[src/rtl/adder_share_arbiter.sv]
// ---------------------------------------------------------------------------
// adder_share_arbiter
//   Shares one external OPERAND_SIZE-bit adder among NUM_REQ requesters.
//   Requests are granted round-robin. Multi-beat (chained) operations keep
//   the grant locked to one requester. The carry out of each beat feeds the
//   next beat. Add and subtract are supported; subtract is A + ~B + 1.
//
// Ports
//   clk, rst                : clock, synchronous active-high reset
//   req_valid/req_ready     : per-requester beat handshake (one-hot ready)
//   req_a/req_b             : packed operands, slice i = requester i
//   req_sub                 : 1 = subtract (taken from the first beat only)
//   req_last                : 1 = final beat of the operation
//   adder_a/b/cin           : drive to the shared adder (b pre-inverted on sub)
//   adder_sum/cout          : combinational result from the shared adder
//   rsp_valid/rsp_ready     : registered response handshake
//   rsp_id/sum/cout/last    : owner, beat result, beat carry, last flag
// ---------------------------------------------------------------------------

// Per-requester slice: arbitration eligibility and AND-OR operand muxing.
module adder_share_arbiter_lane #(
    parameter int W       = 16,
    parameter int ID_W    = 2,
    parameter int LANE_ID = 0
) (
    input  logic            valid,
    input  logic            sub,
    input  logic            last,
    input  logic [W-1:0]    a,
    input  logic [W-1:0]    b,
    input  logic            locked,
    input  logic [ID_W-1:0] lock_id,
    input  logic            sel,
    input  logic            slot_free,
    output logic            eligible,
    output logic            ready,
    output logic [W-1:0]    a_m,
    output logic [W-1:0]    b_m,
    output logic            sub_m,
    output logic            last_m
);
    // While locked, only the owning lane may compete.
    assign eligible = valid && (!locked || (lock_id == ID_W'(LANE_ID)));
    assign ready    = sel && slot_free;
    // Non-selected lanes contribute zero so the top can OR-reduce.
    assign a_m      = sel ? a : '0;
    assign b_m      = sel ? b : '0;
    assign sub_m    = sel && sub;
    assign last_m   = sel && last;
endmodule

module adder_share_arbiter #(
    parameter int OPERAND_SIZE = 16,
    parameter int NUM_REQ      = 4,
    parameter int ID_W         = $clog2(NUM_REQ)
) (
    input  logic                            clk,
    input  logic                            rst,
    input  logic [NUM_REQ-1:0]              req_valid,
    output logic [NUM_REQ-1:0]              req_ready,
    input  logic [NUM_REQ*OPERAND_SIZE-1:0] req_a,
    input  logic [NUM_REQ*OPERAND_SIZE-1:0] req_b,
    input  logic [NUM_REQ-1:0]              req_sub,
    input  logic [NUM_REQ-1:0]              req_last,
    output logic [OPERAND_SIZE-1:0]         adder_a,
    output logic [OPERAND_SIZE-1:0]         adder_b,
    output logic                            adder_cin,
    input  logic [OPERAND_SIZE-1:0]         adder_sum,
    input  logic                            adder_cout,
    output logic                            rsp_valid,
    input  logic                            rsp_ready,
    output logic [ID_W-1:0]                 rsp_id,
    output logic [OPERAND_SIZE-1:0]         rsp_sum,
    output logic                            rsp_cout,
    output logic                            rsp_last
);
    typedef enum logic {IDLE, LOCKED} state_t;

    state_t          state_q, state_d;
    logic [ID_W-1:0] ptr_q, ptr_d;
    logic [ID_W-1:0] lock_q, lock_d;
    logic            carry_q, carry_d;
    logic            sub_q, sub_d;

    logic                                   slot_free;
    logic                                   gnt_vld;
    logic [ID_W-1:0]                        gnt_id;
    logic [NUM_REQ-1:0]                     gnt_oh;
    logic [NUM_REQ-1:0]                     eligible;
    logic [NUM_REQ-1:0][OPERAND_SIZE-1:0]   lane_a, lane_b;
    logic [NUM_REQ-1:0]                     lane_sub, lane_last;
    logic [OPERAND_SIZE-1:0]                mux_a, mux_b;
    logic                                   mux_sub, mux_last;
    logic                                   sub_eff;
    logic                                   accept;

    assign slot_free = !rsp_valid || rsp_ready;

    for (genvar i = 0; i < NUM_REQ; i++) begin : g_lane
        adder_share_arbiter_lane #(
            .W       (OPERAND_SIZE),
            .ID_W    (ID_W),
            .LANE_ID (i)
        ) u_lane (
            .valid     (req_valid[i]),
            .sub       (req_sub[i]),
            .last      (req_last[i]),
            .a         (req_a[i*OPERAND_SIZE +: OPERAND_SIZE]),
            .b         (req_b[i*OPERAND_SIZE +: OPERAND_SIZE]),
            .locked    (state_q == LOCKED),
            .lock_id   (lock_q),
            .sel       (gnt_oh[i]),
            .slot_free (slot_free),
            .eligible  (eligible[i]),
            .ready     (req_ready[i]),
            .a_m       (lane_a[i]),
            .b_m       (lane_b[i]),
            .sub_m     (lane_sub[i]),
            .last_m    (lane_last[i])
        );
    end

    // Round-robin search from ptr_q with wrap. Walking the offsets from the
    // far end down lets the nearest eligible requester win last. In LOCKED
    // only the owner is eligible, so the same search yields the lock.
    always_comb begin
        logic [ID_W:0] idx_w;
        idx_w   = '0;
        gnt_vld = 1'b0;
        gnt_id  = '0;
        for (int k = NUM_REQ - 1; k >= 0; k--) begin
            idx_w = {1'b0, ptr_q} + (ID_W+1)'(k);
            if (idx_w >= (ID_W+1)'(NUM_REQ))
                idx_w = idx_w - (ID_W+1)'(NUM_REQ);
            if (eligible[idx_w[ID_W-1:0]]) begin
                gnt_vld = 1'b1;
                gnt_id  = idx_w[ID_W-1:0];
            end
        end
    end

    always_comb begin
        gnt_oh = '0;
        if (gnt_vld)
            gnt_oh[gnt_id] = 1'b1;
    end

    always_comb begin
        mux_a    = '0;
        mux_b    = '0;
        mux_sub  = 1'b0;
        mux_last = 1'b0;
        for (int i = 0; i < NUM_REQ; i++) begin
            mux_a    = mux_a | lane_a[i];
            mux_b    = mux_b | lane_b[i];
            mux_sub  = mux_sub | lane_sub[i];
            mux_last = mux_last | lane_last[i];
        end
    end

    // Later beats follow the opcode latched on the first beat.
    assign sub_eff   = (state_q == LOCKED) ? sub_q : mux_sub;
    assign adder_a   = mux_a;
    assign adder_b   = (gnt_vld && sub_eff) ? ~mux_b : mux_b;
    assign adder_cin = gnt_vld && ((state_q == LOCKED) ? carry_q : mux_sub);

    assign accept = gnt_vld && slot_free;

    always_comb begin
        state_d = state_q;
        ptr_d   = ptr_q;
        lock_d  = lock_q;
        carry_d = carry_q;
        sub_d   = sub_q;
        if (accept) begin
            if (state_q == IDLE)
                sub_d = mux_sub;
            if (mux_last) begin
                state_d = IDLE;
                carry_d = 1'b0;
                ptr_d   = (gnt_id == ID_W'(NUM_REQ - 1)) ? '0 : gnt_id + 1'b1;
            end else begin
                state_d = LOCKED;
                lock_d  = gnt_id;
                carry_d = adder_cout;
            end
        end
    end

    always_ff @(posedge clk) begin
        if (rst) begin
            state_q <= IDLE;
            ptr_q   <= '0;
            lock_q  <= '0;
            carry_q <= 1'b0;
            sub_q   <= 1'b0;
        end else begin
            state_q <= state_d;
            ptr_q   <= ptr_d;
            lock_q  <= lock_d;
            carry_q <= carry_d;
            sub_q   <= sub_d;
        end
    end

    // Response register: a new beat may replace an outgoing one in the same
    // cycle, giving one beat per cycle sustained.
    always_ff @(posedge clk) begin
        if (rst) begin
            rsp_valid <= 1'b0;
            rsp_id    <= '0;
            rsp_sum   <= '0;
            rsp_cout  <= 1'b0;
            rsp_last  <= 1'b0;
        end else if (accept) begin
            rsp_valid <= 1'b1;
            rsp_id    <= gnt_id;
            rsp_sum   <= adder_sum;
            rsp_cout  <= adder_cout;
            rsp_last  <= mux_last;
        end else if (rsp_ready) begin
            rsp_valid <= 1'b0;
        end
    end

endmodule

[config.mk]
export PLATFORM = sky130hd
export DESIGN_NAME = adder_share_arbiter
export DESIGN_NICKNAME = d
export VERILOG_FILES = /design/src/rtl/adder_share_arbiter.sv
export SDC_FILE = /design/constraint.sdc
export NUM_CORES = 1
export LEC_CHECK = 0
export CAP_MARGIN = 15
export CORE_UTILIZATION = 28
export DETAILED_ROUTE_END_ITERATION = 16
export HOLD_SLACK_MARGIN = 0.1
export PLACE_DENSITY = 0.78
export REMOVE_ABC_BUFFERS = 1
export SYNTH_ARGS = -nofsm -noshare
export SYNTH_HDL_FRONTEND = slang
export SYNTH_SLANG_ARGS = --single-unit
[constraint.sdc]
create_clock -name clk -period 3.2 [get_ports clk]
set_input_delay 0.32 -clock clk [delete_from_list [all_inputs] [get_ports clk]]
set_output_delay 0.32 -clock clk [all_outputs]
set_load 0.05 [all_outputs]
==> run metrics, run 1 <==
Crit path required time 2.88 ns; critical path endpoint category output port; FF-to-FF path depth 12; die height 94.0 um; Cell Chain, Critical Path and3_1 > o21ai_1 > o311ai_4 > a211oi_4 > inv_2 > ha_2 > a22oi_2 > nand2_1 > nor2_2 > a211o_1 > buf_6 > buf_16 > xnor2_4 > buf_12; Hold Path End carry_q; maxcap violations 0; Hold Vio Cnt, Final 0; Synth top area share 0.237; buffers added on ports 217; DP Area 5070 sq um; TritonCTS clock tree done; post-DR vias/cell 5.30; CP Class reg2out; synth warn 0; initial antenna violation count 0; Worst Path Arrival 3.04 ns; fin area 5650 sq um; R2R Path End lock_q[0]; CP max-delay cell dfxtp_4; clock sinks 28; synthesized area 2370 sq um; Top FF cell, synth dfxtp_1; Reg clk slew, reported paths 0.09 ns; H-Tree Depth 1; Cells after Synth 328; RSZ-0062 raised after global routing true; r2r startpoint lock_q[1]; HPWL after DPL 8920 um; Hold Path Class reg2reg; Total Nets Final 709; dominant cell type by area after synthesis dfxtp_1; Final min period 3.36 ns; sequential share of the synthesized area 0.237; final worst setup slack -0.164 ns; Die Area 8830 sq um; fin crit share 1.05; hold path cells 2; initial DRC count 101; pin count of the biggest net entering global routing 29; Initial Util 0.288; R2R setup slack 0.39 ns; number of synthesized flops with an enable pin 0; max incr delay on CP 0.39 ns; GPL Wtd Cong 0.894; setup TNS -2.20 ns; drt wl/cell 18.9 um; Post-Route WL 12200 um; worst skew pair latency 0.27 ns; Die W 94.0 um; ANT nets after route 0; crit path launch type flip-flop; CTS max path bufs 2; CTS Buf Count 3; grt ovf 0; post-layout util 0.687; HP Start carry_q; worst-margin pin slew 0.535 ns; Syn Area/Cell 7.22 sq um; post-synth cell types 40; synthesis-to-finish area growth 138%; status finished, violations left; Async SR Flop Fraction 0; io pins 218; cts hold-fix bufs 0; critical path launch point lock_q[0]; Yosys reg bits 28; Slew Viols, Final 0; fmax 297 MHz; failing checks setup timing; Synth top cells by count 69 x a22oi_1, 57 x a21oi_1, 43 x nand2_1; layout cells sized above 1 0.236; antenna cells 0; num rows 33; Synth area leaders dfxtp_1 24%, a22oi_1 22%, a21oi_1 12%; core area 8220 sq um; vias in the first global route 3511; first-pass GRT wire length 18100 um; slew margin rel. 0.642; most frequent cell after synthesis a22oi_1; Setup violations, final 16; Setup Skew 0.00227 ns; DRT Pass-1 Iters 4; DRC Markers 0; clock tree root buffer cell clkbuf_8; critical-path maximum fanout 10; Tot GR Track Use 0.264; vias 3437
==> final cells by class <==
type / count / area, sq um
inverter: 7 / 26.3
sequential: 28 / 573
tap: 105 / 131
clock buffer: 3 / 41.3
timing repair buffer: 252 / 2850
multi-input combinational: 253 / 2020
fill: 625 / 2570
==> metrics by stage <==
| stage | hold WS [ns] | setup slack, ns | instances |
|---|---|---|---|
| 5_1_grt | 0.482 | -0.288 | 648 |
| 6_report | 0.463 | -0.164 | 648 |
| 3_5_place_dp | 0.450 | -0.412 | 637 |
| 3_3_place_gp | 0.440 | -0.316 | 637 |
| 4_1_cts | 0.464 | -0.133 | 647 |
| 2_1_floorplan | 0.389 | -1.07 | 288 |
==> logic make-up (layout without fill, tap and decap cells) <==
logic type	after synthesis	count (layout)	synth area share
compound gates	154	154	0.428
xor+xnor	16	16	0.0592
fa+ha+maj	4	4	0.0211
buf+inv	47	262	0.0930
flops	28	28	0.237
mux	3	3	0.0127
simple gates	76	76	0.150
==> worst max-delay path, delay by kind of cell, from the launching register on <==
kind | cells | cell delay [ns]
adders and majority gates | 1 | 0.19
DFF | 1 | 0.39
and+or+nand+nor | 3 | 0.43
buffers and inverters | 4 | 0.56
xor gates and xnor gates | 1 | 0.15
AOI/OAI and AO/OA | 5 | 1.03
==> layer usage <==
layer,part of all wire,routed length (um),GRT usage
met1,0.40,4850,0.316
met2,0.50,6120,0.472
met3,0.077,942,0.0566
met4,0.027,333,0.0705
met5,0,0,0
==> what timing repair did <==
| action | CTS | global route |
|---|---|---|
| gates cloned | 1 | 0 |
| pin swaps | 21 | 9 |
| setup endpoints to repair | 34 | 33 |
| resized for setup | 62 | 22 |
| buffers inserted | 6 | 2 |
==> placed cells by master (no fill, tap or decap), types with 3 or more instances in the layout <==
| master | count |
|---|---|
| clkdlybuf4s50_1 | 177 |
| a22oi_1 | 67 |
| nand2_1 | 43 |
| a21oi_1 | 42 |
| buf_12 | 38 |
| buf_4 | 30 |
| dfxtp_1 | 24 |
| xnor2_4 | 16 |
| a21oi_2 | 15 |
| nor2_1 | 7 |
| inv_1 | 6 |
| and2_1 | 6 |
| o21ai_0 | 5 |
| nand3_1 | 4 |
| a21o_1 | 3 |
| nor2b_1 | 3 |
| ha_2 | 3 |
| clkbuf_8 | 3 |
| dlygate4sd2_1 | 3 |
| dfxtp_4 | 3 |
==> registers in the layout (all words and copies together) (netlist names) <==
| register | count |
|---|---|
| carry_q | 1 |
| lock_q | 2 |
| ptr_q | 2 |
| rsp_cout | 1 |
| rsp_id | 2 |
| rsp_last | 1 |
| rsp_sum | 16 |
| rsp_valid | 1 |
| state_q | 1 |
| sub_q | 1 |
==> how the worst max path moves through the flow <==
stage / end / slack [ns] / cells past startpoint
3_5_place_dp: adder_b[5] / -0.41 / 14
4_1_cts: adder_b[3] / -0.13 / 14
2_1_floorplan: adder_b[0] / -1.07 / 10
5_1_grt: adder_b[4] / -0.29 / 14
3_3_place_gp: adder_b[0] / -0.32 / 14
6_report: adder_b[14] / -0.16 / 14
Power of run 1 is left out: the tool's default activity adds up to more than one toggle a clock period on the data nets, which glitch-free logic cannot reach.
==> inputs of run 2 (changes only) <==
--- a/config.mk
+++ b/config.mk
@@ -9,8 +9,9 @@
 export CORE_UTILIZATION = 28
 export DETAILED_ROUTE_END_ITERATION = 16
 export HOLD_SLACK_MARGIN = 0.1
-export PLACE_DENSITY = 0.78
+export PLACE_DENSITY = 0.88
 export REMOVE_ABC_BUFFERS = 1
+export SKIP_LAST_GASP = 1
 export SYNTH_ARGS = -nofsm -noshare
 export SYNTH_HDL_FRONTEND = slang
 export SYNTH_SLANG_ARGS = --single-unit
==> run 2 against run 1 <==
  * The flow still finishes with violations (setup timing)
  * Count of clock-buffer cells in the layout unchanged
  * Clock skew about the same
  * First-iteration DRC count increased by 29%
  * Hold slack got worse by 0.0032 ns
==> run metrics, run 2 (same netlist as run 1, synthesis figures left out) <==
clock tree root buffer cell clkbuf_8 (unchanged); fin crit share 1.08 (was 1.05); Die Area 8830 sq um (unchanged); non-filler cells, final 670 (was 648); Total Nets Final 731 (was 709); fin area 5920 sq um (was 5650 sq um); first-pass GRT wire length 19700 um (was 18100 um); final worst setup slack -0.264 ns (was -0.164 ns); grt ovf 0 (unchanged); H-Tree Depth 1 (unchanged); Die W 94.0 um (unchanged); Placed Cells incl. Taps 640 (was 637); Setup Skew 0.00236 ns (was 0.00227 ns); antenna cells 0 (unchanged); slew margin rel. 0.595 (was 0.642); Post-Route WL 13800 um (was 12200 um); TritonCTS clock tree done (unchanged); fmax 289 MHz (was 297 MHz); critical-path maximum fanout 8 (was 10); CP Class reg2out (unchanged); clock sinks 28 (unchanged); CTS Buf Count 3 (unchanged); die height 94.0 um (unchanged); synthesis-to-finish area growth 150% (was 138%); Worst Path Arrival 3.14 ns (was 3.04 ns); cts hold-fix bufs 0 (unchanged); worst skew pair latency 0.27 ns (about the same); Crit path required time 2.88 ns (about the same); status finished, violations left (unchanged); RSZ-0062 raised after global routing true (unchanged); Tot GR Track Use 0.289 (was 0.264); Initial Util 0.288 (unchanged); worst-margin pin slew 0.605 ns (was 0.535 ns); io pins 218 (unchanged); pin count of the biggest net entering global routing 29 (unchanged); max FFs per register 16 (unchanged); DP Area 5120 sq um (was 5070 sq um); crit path launch type flip-flop (unchanged); Slew Viols, Final 0 (unchanged); most common library cell in the layout ignoring fill and taps clkdlybuf4s50_1 (unchanged); drt wl/cell 20.7 um (was 18.9 um); setup TNS -3.67 ns (was -2.20 ns); most frequent cells in the layout 176 x clkdlybuf4s50_1, 65 x a22oi_1, 47 x a21oi_1 (was 177 x clkdlybuf4s50_1, 67 x a22oi_1, 43 x nand2_1); Reg clk slew, reported paths 0.09 ns (about the same); ANT nets after route 0 (unchanged); buffers added on ports 217 (unchanged); Hold Slack 0.460 ns (was 0.463 ns); layout cells sized above 1 0.265 (was 0.236); vias in the first global route 3821 (was 3511); fill count 550 (was 625); CTS max path bufs 2 (unchanged); DRC Markers 0 (unchanged); failing checks setup timing (unchanged); DRT Pass-1 Iters 5 (was 4); most flop-heavy register rsp_sum (unchanged); post-DR vias/cell 5.47 (was 5.30); critical path endpoint category output port (unchanged); num rows 33 (unchanged); Hold Vio Cnt, Final 0 (unchanged); initial antenna violation count 0 (unchanged); HPWL after DPL 8970 um (was 8920 um); GPL Wtd Cong 0.821 (was 0.894); Setup violations, final 17 (was 16); maxcap violations 0 (unchanged); Final min period 3.46 ns (was 3.36 ns); core area 8220 sq um (unchanged); vias 3665 (was 3437); Hold Path Class reg2reg (unchanged); initial DRC count 130 (was 101)
-- run 2: cell count changes in the layout (fill, tap and decap cells not counted), moves of 2 or more --
cell	change
ha_4	+3
buf_4	+14
a22oi_2	+2
a21oi_2	-5
ha_2	-3
buf_6	+2
a21oi_1	+5
buf_12	+6
a22oi_1	-2
-- run 2: final cells by class --
| type | count | area, sq um | share of cell area |
|---|---|---|---|
| Sequential cell | 28 | 573 | 0.0968 |
| Multi-Input combinational cell | 253 | 2040 | 0.344 |
| Timing Repair Buffer | 274 | 3110 | 0.525 |
| Inverter | 7 | 26.3 | 0.00444 |
| Clock buffer | 3 | 41.3 | 0.00698 |
| Tap cell | 105 | 131 | 0.0222 |
-- run 2: worst paths after layout --
kind	cells after the start	slack (ns)	startpoint	endpoint
max	14	-0.26	ptr_q[0]	adder_b[9]
min	2	0.46	carry_q	carry_q
max reg2reg	19	-0.17	ptr_q[0]	sub_q
min reg2reg	2	0.46	carry_q	carry_q
-- run 2: metal layers --
metal	global-route usage	part of all wire
met3	0.0955	0.094
met5	0	0
met2	0.526	0.51
met1	0.294	0.34
met4	0.142	0.053
-- run 2: per-stage QoR --
step | util | setup slack (ns)
final | 0.720 | -0.264
after global routing | 0.720 | -0.393
after CTS | 0.693 | -0.193
after detailed placement | 0.623 | -0.465
after global placement | 0.623 | -0.316
after floorplan | - | -1.07
-- run 2: repair_timing --
action / in CTS / in global routing
setup endpoints to repair: 34 / 33
setup buffers: 17 / 11
gates cloned: 1 / 0
resized for setup: 55 / 34
endpoints found under the hold margin: 0 / 0
pin swaps: 20 / 14
-- run 2: worst max-delay path, stage by stage (launching register included) --
cell and delay (ns):
dfxtp_4 0.38, mux2i_1 0.20, o211a_1 0.24, o311ai_4 0.13, a211oi_4 0.32, inv_2 0.12, ha_4 0.18, a22oi_2 0.22
nand2_2 0.11, nor2_4 0.10, a211o_1 0.19, buf_6 0.14, buf_16 0.19, xnor2_4 0.16, buf_12 0.16
Power of run 2 is left out for the same reason.
==> variant 1 (config.mk and constraints of run 2) <==
`NUM_REQ`: 4 -> 8.
--- a/src/rtl/adder_share_arbiter.sv
+++ b/src/rtl/adder_share_arbiter.sv
@@ -53,3 +53,3 @@
     parameter int OPERAND_SIZE = 16,
-    parameter int NUM_REQ      = 4,
+    parameter int NUM_REQ      = 8,
     parameter int ID_W         = $clog2(NUM_REQ)
Ports: changed (7 resized); port bits go from 218 to 363. No check against the original RTL was run, so the function may have changed too.
==> variant 1 against run 2 <==
  * The flow still finishes with violations (negative setup slack)
  * Critical path type unchanged
  * Sequential cell count grew 3
  * Synthesized area grew 83%
  * Clock skew is essentially flat
  * Routed wire length grew 140%
  * Cell count grew 90%
  * Final area grew 96%
  * Worst hold slack lost 0.0025 ns
  * Non-clock buffer count grew 273
  * Setup slack lost 1.5 ns
  * Sequential share of layout area shrank 4.2 points
  * Fmax shrank 30%
  * Die area grew 81%
  * Synthesized cell count grew 81%
Power is not shown: default switching activity piles up to over one toggle a cycle in this logic, so the estimate is an artifact.
==> variant 1: results (changes against run 2) <==
stage	metric	value	unit	change
global_route	grt_pass1_wl	41500	µm	+110%
logic_synthesis	synthMuxAreaShare	8.05	%	+6.8 points
critical_path	path_max_fanout	32		+24
critical_path	cp_slowest_cell	a2111oi_4		
logic_synthesis	synth_common_cells	99 x nand4_1, 66 x a22oi_1, 56 x nand2_1		
logic_synthesis	synthAdderAreaFrac	0.866	%	-1.2 points
sta	finalSetupTns	-63.83	ns	-60.16 ns
logic_synthesis	syn_area_per_cell	7.30	µm²	+1.2%
run_status	violations	negative setup slack		
sta	skew	0.00256	ns	+0.000206 ns
layout	nets	1381		+89%
cts	numCtsBuffers	5		+2
layout	layoutNonFillerInstCount	1270		+90%
layout	nFillCells	919		+67%
drt	vias	7965		+120%
placement	port_buffers	362		+67%
drt	drt_iter0_markers	838		+540%
global_route	grt_pass1_vias	7456		+95%
sta	worst_slack	-1.74	ns	-1.47 ns
placement	dp.cells	1198		+87%
logic_synthesis	ys_seq_area_share	14.3	%	-9.4 points
layout	drive_gt1_share	36.7	%	+10 points
critical_path	critPathLaunch	lock_q[0]		
global_route	grt_max_degree	65		+120%
drt	routedWlPerCell	26.6	µm	+29%
critical_path	critPathMaxStageDelay	0.60	ns	+0.22 ns
logic_synthesis	synth_xor_area_share	4.24	%	-1.7 points
global_route	grt_usage	33.6	%	+4.7 points
critical_path	worstPathArrival	4.62	ns	+1.48 ns
logic_synthesis	synth_cell_types	63		+57%
run_status	status	finished with violations		
sta	finalSetupViolCount	71		+54
worst_hold_path	worstHoldStart	rsp_sum[13]		
critical_path	rr_startpoint	lock_q[2]		
cts	clkTransAtPathRegs	0.06	ns	-0.03 ns
sta	relSlewSlack	37.9	%	-22 points
placement	dp_hpwl	20400	µm	+130%
cts	root_buffer	clkbuf_16		
global_route	antenna_found_initial	3		+3
placement	gp_congestion	0.944		+15%
placement	place_area	9290	µm²	+81%
cts	htreeDepth	2		+1
logic_synthesis	synth_compound_area_share	33.6	%	-9.2 points
logic_synthesis	ys_top_cells_by_area	dfxtp_1 14%, nand4_1 14%, a22oi_1 11%, nand2_1 4.8%, mux4_2 4.7%		
==> variant 1: area by class of cell <==
cell class	count	area, µm²	area share [%]
Sequential cell	31	638	5.49
Multi-Input combinational cell	483	4600	39.6
Tap cell	188	235	2.02
Inverter	10	45.0	0.387
Antenna cell	3	7.51	0.0646
Clock inverter	3	25.0	0.215
Clock buffer	5	125	1.08
Timing Repair Buffer	547	5950	51.2
==> variant 1: through the flow <==
stage          util, %  setup WS (ns)  hold slack, ns
2_1_floorplan        -          -4.80           0.389
6_report          76.8          -1.74           0.458
4_1_cts           69.8          -1.34           0.457
3_5_place_dp      61.3          -1.45           0.449
3_3_place_gp      61.3          -1.47           0.442
5_1_grt           76.7          -1.85           0.479
==> variant 1: path summary, 6_finish.rpt <==
| check | to | slack, ns | cells after the start |
|---|---|---|---|
| max | adder_b[9] | -1.74 | 16 |
| min | rsp_sum[13] | 0.46 | 2 |
| max reg2reg | carry_q | -0.93 | 21 |
| min reg2reg | rsp_sum[13] | 0.46 | 2 |
==> variant 1: worst register-to-register path, cell delays in order (launching register included) <==
cell and delay [ns]:
dfxtp_4 0.38, buf_6 0.11, nand3b_1 0.15, a21boi_2 0.10, buf_4 0.14, mux4_2 0.51
buf_6 0.15, buf_4 0.14, a22o_1 0.26, a31oi_4 0.23, o211ai_1 0.21, nand2_2 0.14
buf_6 0.13, buf_6 0.10, buf_8 0.12, buf_8 0.12, mux2i_1 0.07, buf_4 0.15
o211ai_1 0.34, buf_4 0.21, a21o_1 0.15, a21oi_2 0.06
==> variant 1: metal layers <==
metal | vias to the layer above | part of all wire [%] | GRT usage, % | wire length (µm)
met4 | 0 | 8.1 | 22.6 | 2730
met5 | - | 0 | 0 | 0
met1 | 3692 | 33 | 36.5 | 11300
met3 | 229 | 11 | 8.27 | 3840
met2 | 698 | 47 | 58.2 | 16000
li1 | 3346 | - | - | -
==> variant 1: kinds of logic (layout without fill, tap and decap cells) <==
family / count (synthesis) / in the layout
fa+ha+maj: 3 / 3
other cells: 0 / 3
flops: 31 / 31
mux: 23 / 23
simple gates: 242 / 242
compound gates: 194 / 194
buf+inv: 80 / 565
xor+xnor: 21 / 21
==> variant 1: repair_timing <==
item	in CTS	in global routing
setup buffers	32	29
gates cloned	2	8
pin swaps	39	54
endpoints found under the setup margin	71	71
resized for setup	168	143
==> variant 2 (settings of run 2) <==
Without the edit above. Reset style: asynchronous (`rst`), changed in 2 clocked blocks. Comments in the files are not updated.
--- a/src/rtl/adder_share_arbiter.sv
+++ b/src/rtl/adder_share_arbiter.sv
@@ -189,3 +189,3 @@
 
-    always_ff @(posedge clk) begin
+    always_ff @(posedge clk or posedge rst) begin
         if (rst) begin
@@ -207,3 +207,3 @@
     // cycle, giving one beat per cycle sustained.
-    always_ff @(posedge clk) begin
+    always_ff @(posedge clk or posedge rst) begin
         if (rst) begin
Function: differs if rst is asserted again (counterexample within 4 cycles, from zero or initial values and one cycle with rst high); with rst held inactive, the same outputs for 10 cycles.
==> variant 2 against run 2 <==
  * The flow still finishes with violations (negative setup slack)
  * Synthesized area fell by 0.74%
  * Routed wire length fell by 6.5%
  * Final area fell by 2.7%
  * Sequential cell count did not move
  * Setup slack gained 0.047 ns
  * Cell count is 5.2% lower
  * Fmax grew 1.4%
  * Count of clock-buffer cells in the layout unchanged
Power is left out: the tool's default activity adds up to more than one toggle a clock period on the data nets, which glitch-free logic cannot reach.
==> variant 2: results (changes against run 2) <==
stage	metric	value	unit	change
placement	gp_congestion	0.878		+6.9%
global_route	grt_pass1_vias	3493		-8.6%
worst_hold_path	hold_class	in -> async		
logic_synthesis	synth_flop_cell	dfrtp_1		
global_route	met3_usage	6.99	%	-2.6 points
critical_path	cp_slowest_cell	dfrtp_2		
logic_synthesis	syn_area_per_cell	8.02	µm²	+11%
layout	nets	695		-4.9%
layout	nFillCells	566		+2.9%
logic_synthesis	synth-async-reset-ratio	100	%	+100 points
global_route	use_met2	50.1	%	-2.6 points
sta	worst_slack	-0.217	ns	+0.0474 ns
critical_path	reg2regPathDepth	12		-7
cts	post_cts_buffers	14		-3
layout	n_all_inverters	6		-1
global_route	gr-usage-met1	29.7	%	+0.30 points
logic_synthesis	synth_xor_area_share	8.84	%	+2.9 points
run_status	status	finished with violations		
critical_path	rrSetupSlack	0.31	ns	+0.48 ns
critical_path	endpoint	adder_b[6]		
layout	multi_input_cells	227		-10%
drt	dr_wl_met2	6530	µm	-7.1%
layout	clk_share	1.24	%	+0.54 points
layout	multi_input_area	1810	µm²	-11%
placement	dp.cells	615		-3.9%
logic_synthesis	synth_cell_types	35		-13%
drt	route.layer.met1.wl	4510	µm	-5.5%
layout	buffers_excl_clock	265		-3.3%
sta	worst_slew_pin_slew	0.533	ns	-0.0724 ns
sta	skew	0.00488	ns	+0.00252 ns
global_route	grt_max_degree	34		+17%
critical_path	critPathMaxStageDelay	0.49	ns	+0.11 ns
logic_synthesis	ys_seq_area_share	29.8	%	+6.1 points
critical_path	rr_endpoint	lock_q[1]		
layout	drive_gt1_share	27.5	%	+1.0 points
run_status	violations	negative setup slack		
drt	vias	3430		-6.4%
global_route	grt_usage	27.4	%	-1.5 points
logic_synthesis	synth_compound_area_share	34.9	%	-7.9 points
drt	wl_met3	1190	µm	-9.0%
logic_synthesis	synthAdderAreaFrac	2.13	%	+0.016 points
drt	drt_iter0_markers	148		+14%
sta	finalSetupViolCount	17		unchanged
cts	post_cts_resized	49		-11%
placement	dp_hpwl	8800	µm	-1.9%
## variant 2: changes by cell type after synthesis, moves of 4 or more
| cell | run 2 | this run |
|---|---|---|
| nand2_1 | 43 | 59 |
| buf_2 | 5 | 1 |
| clkbuf_1 | 28 | 24 |
| mux2_2 | 0 | 4 |
| xnor2_1 | 16 | 7 |
| dfrtp_1 | 0 | 28 |
| xnor2_2 | 0 | 9 |
| dfxtp_1 | 28 | 0 |
| a21oi_1 | 57 | 35 |
## variant 2: stage by stage
| step | setup TNS (ns) | hold WS, ns | instance area, µm² |
|---|---|---|---|
| 2_1_floorplan | -17.18 | 0.385 | 2180 |
| 3_3_place_gp | -1.10 | 0.456 | 5140 |
| 3_5_place_dp | -3.02 | 0.462 | 5140 |
| 4_1_cts | -1.52 | 0.484 | 5600 |
| 5_1_grt | -6.44 | 0.264 | 5760 |
| 6_report | -3.02 | 0.252 | 5760 |
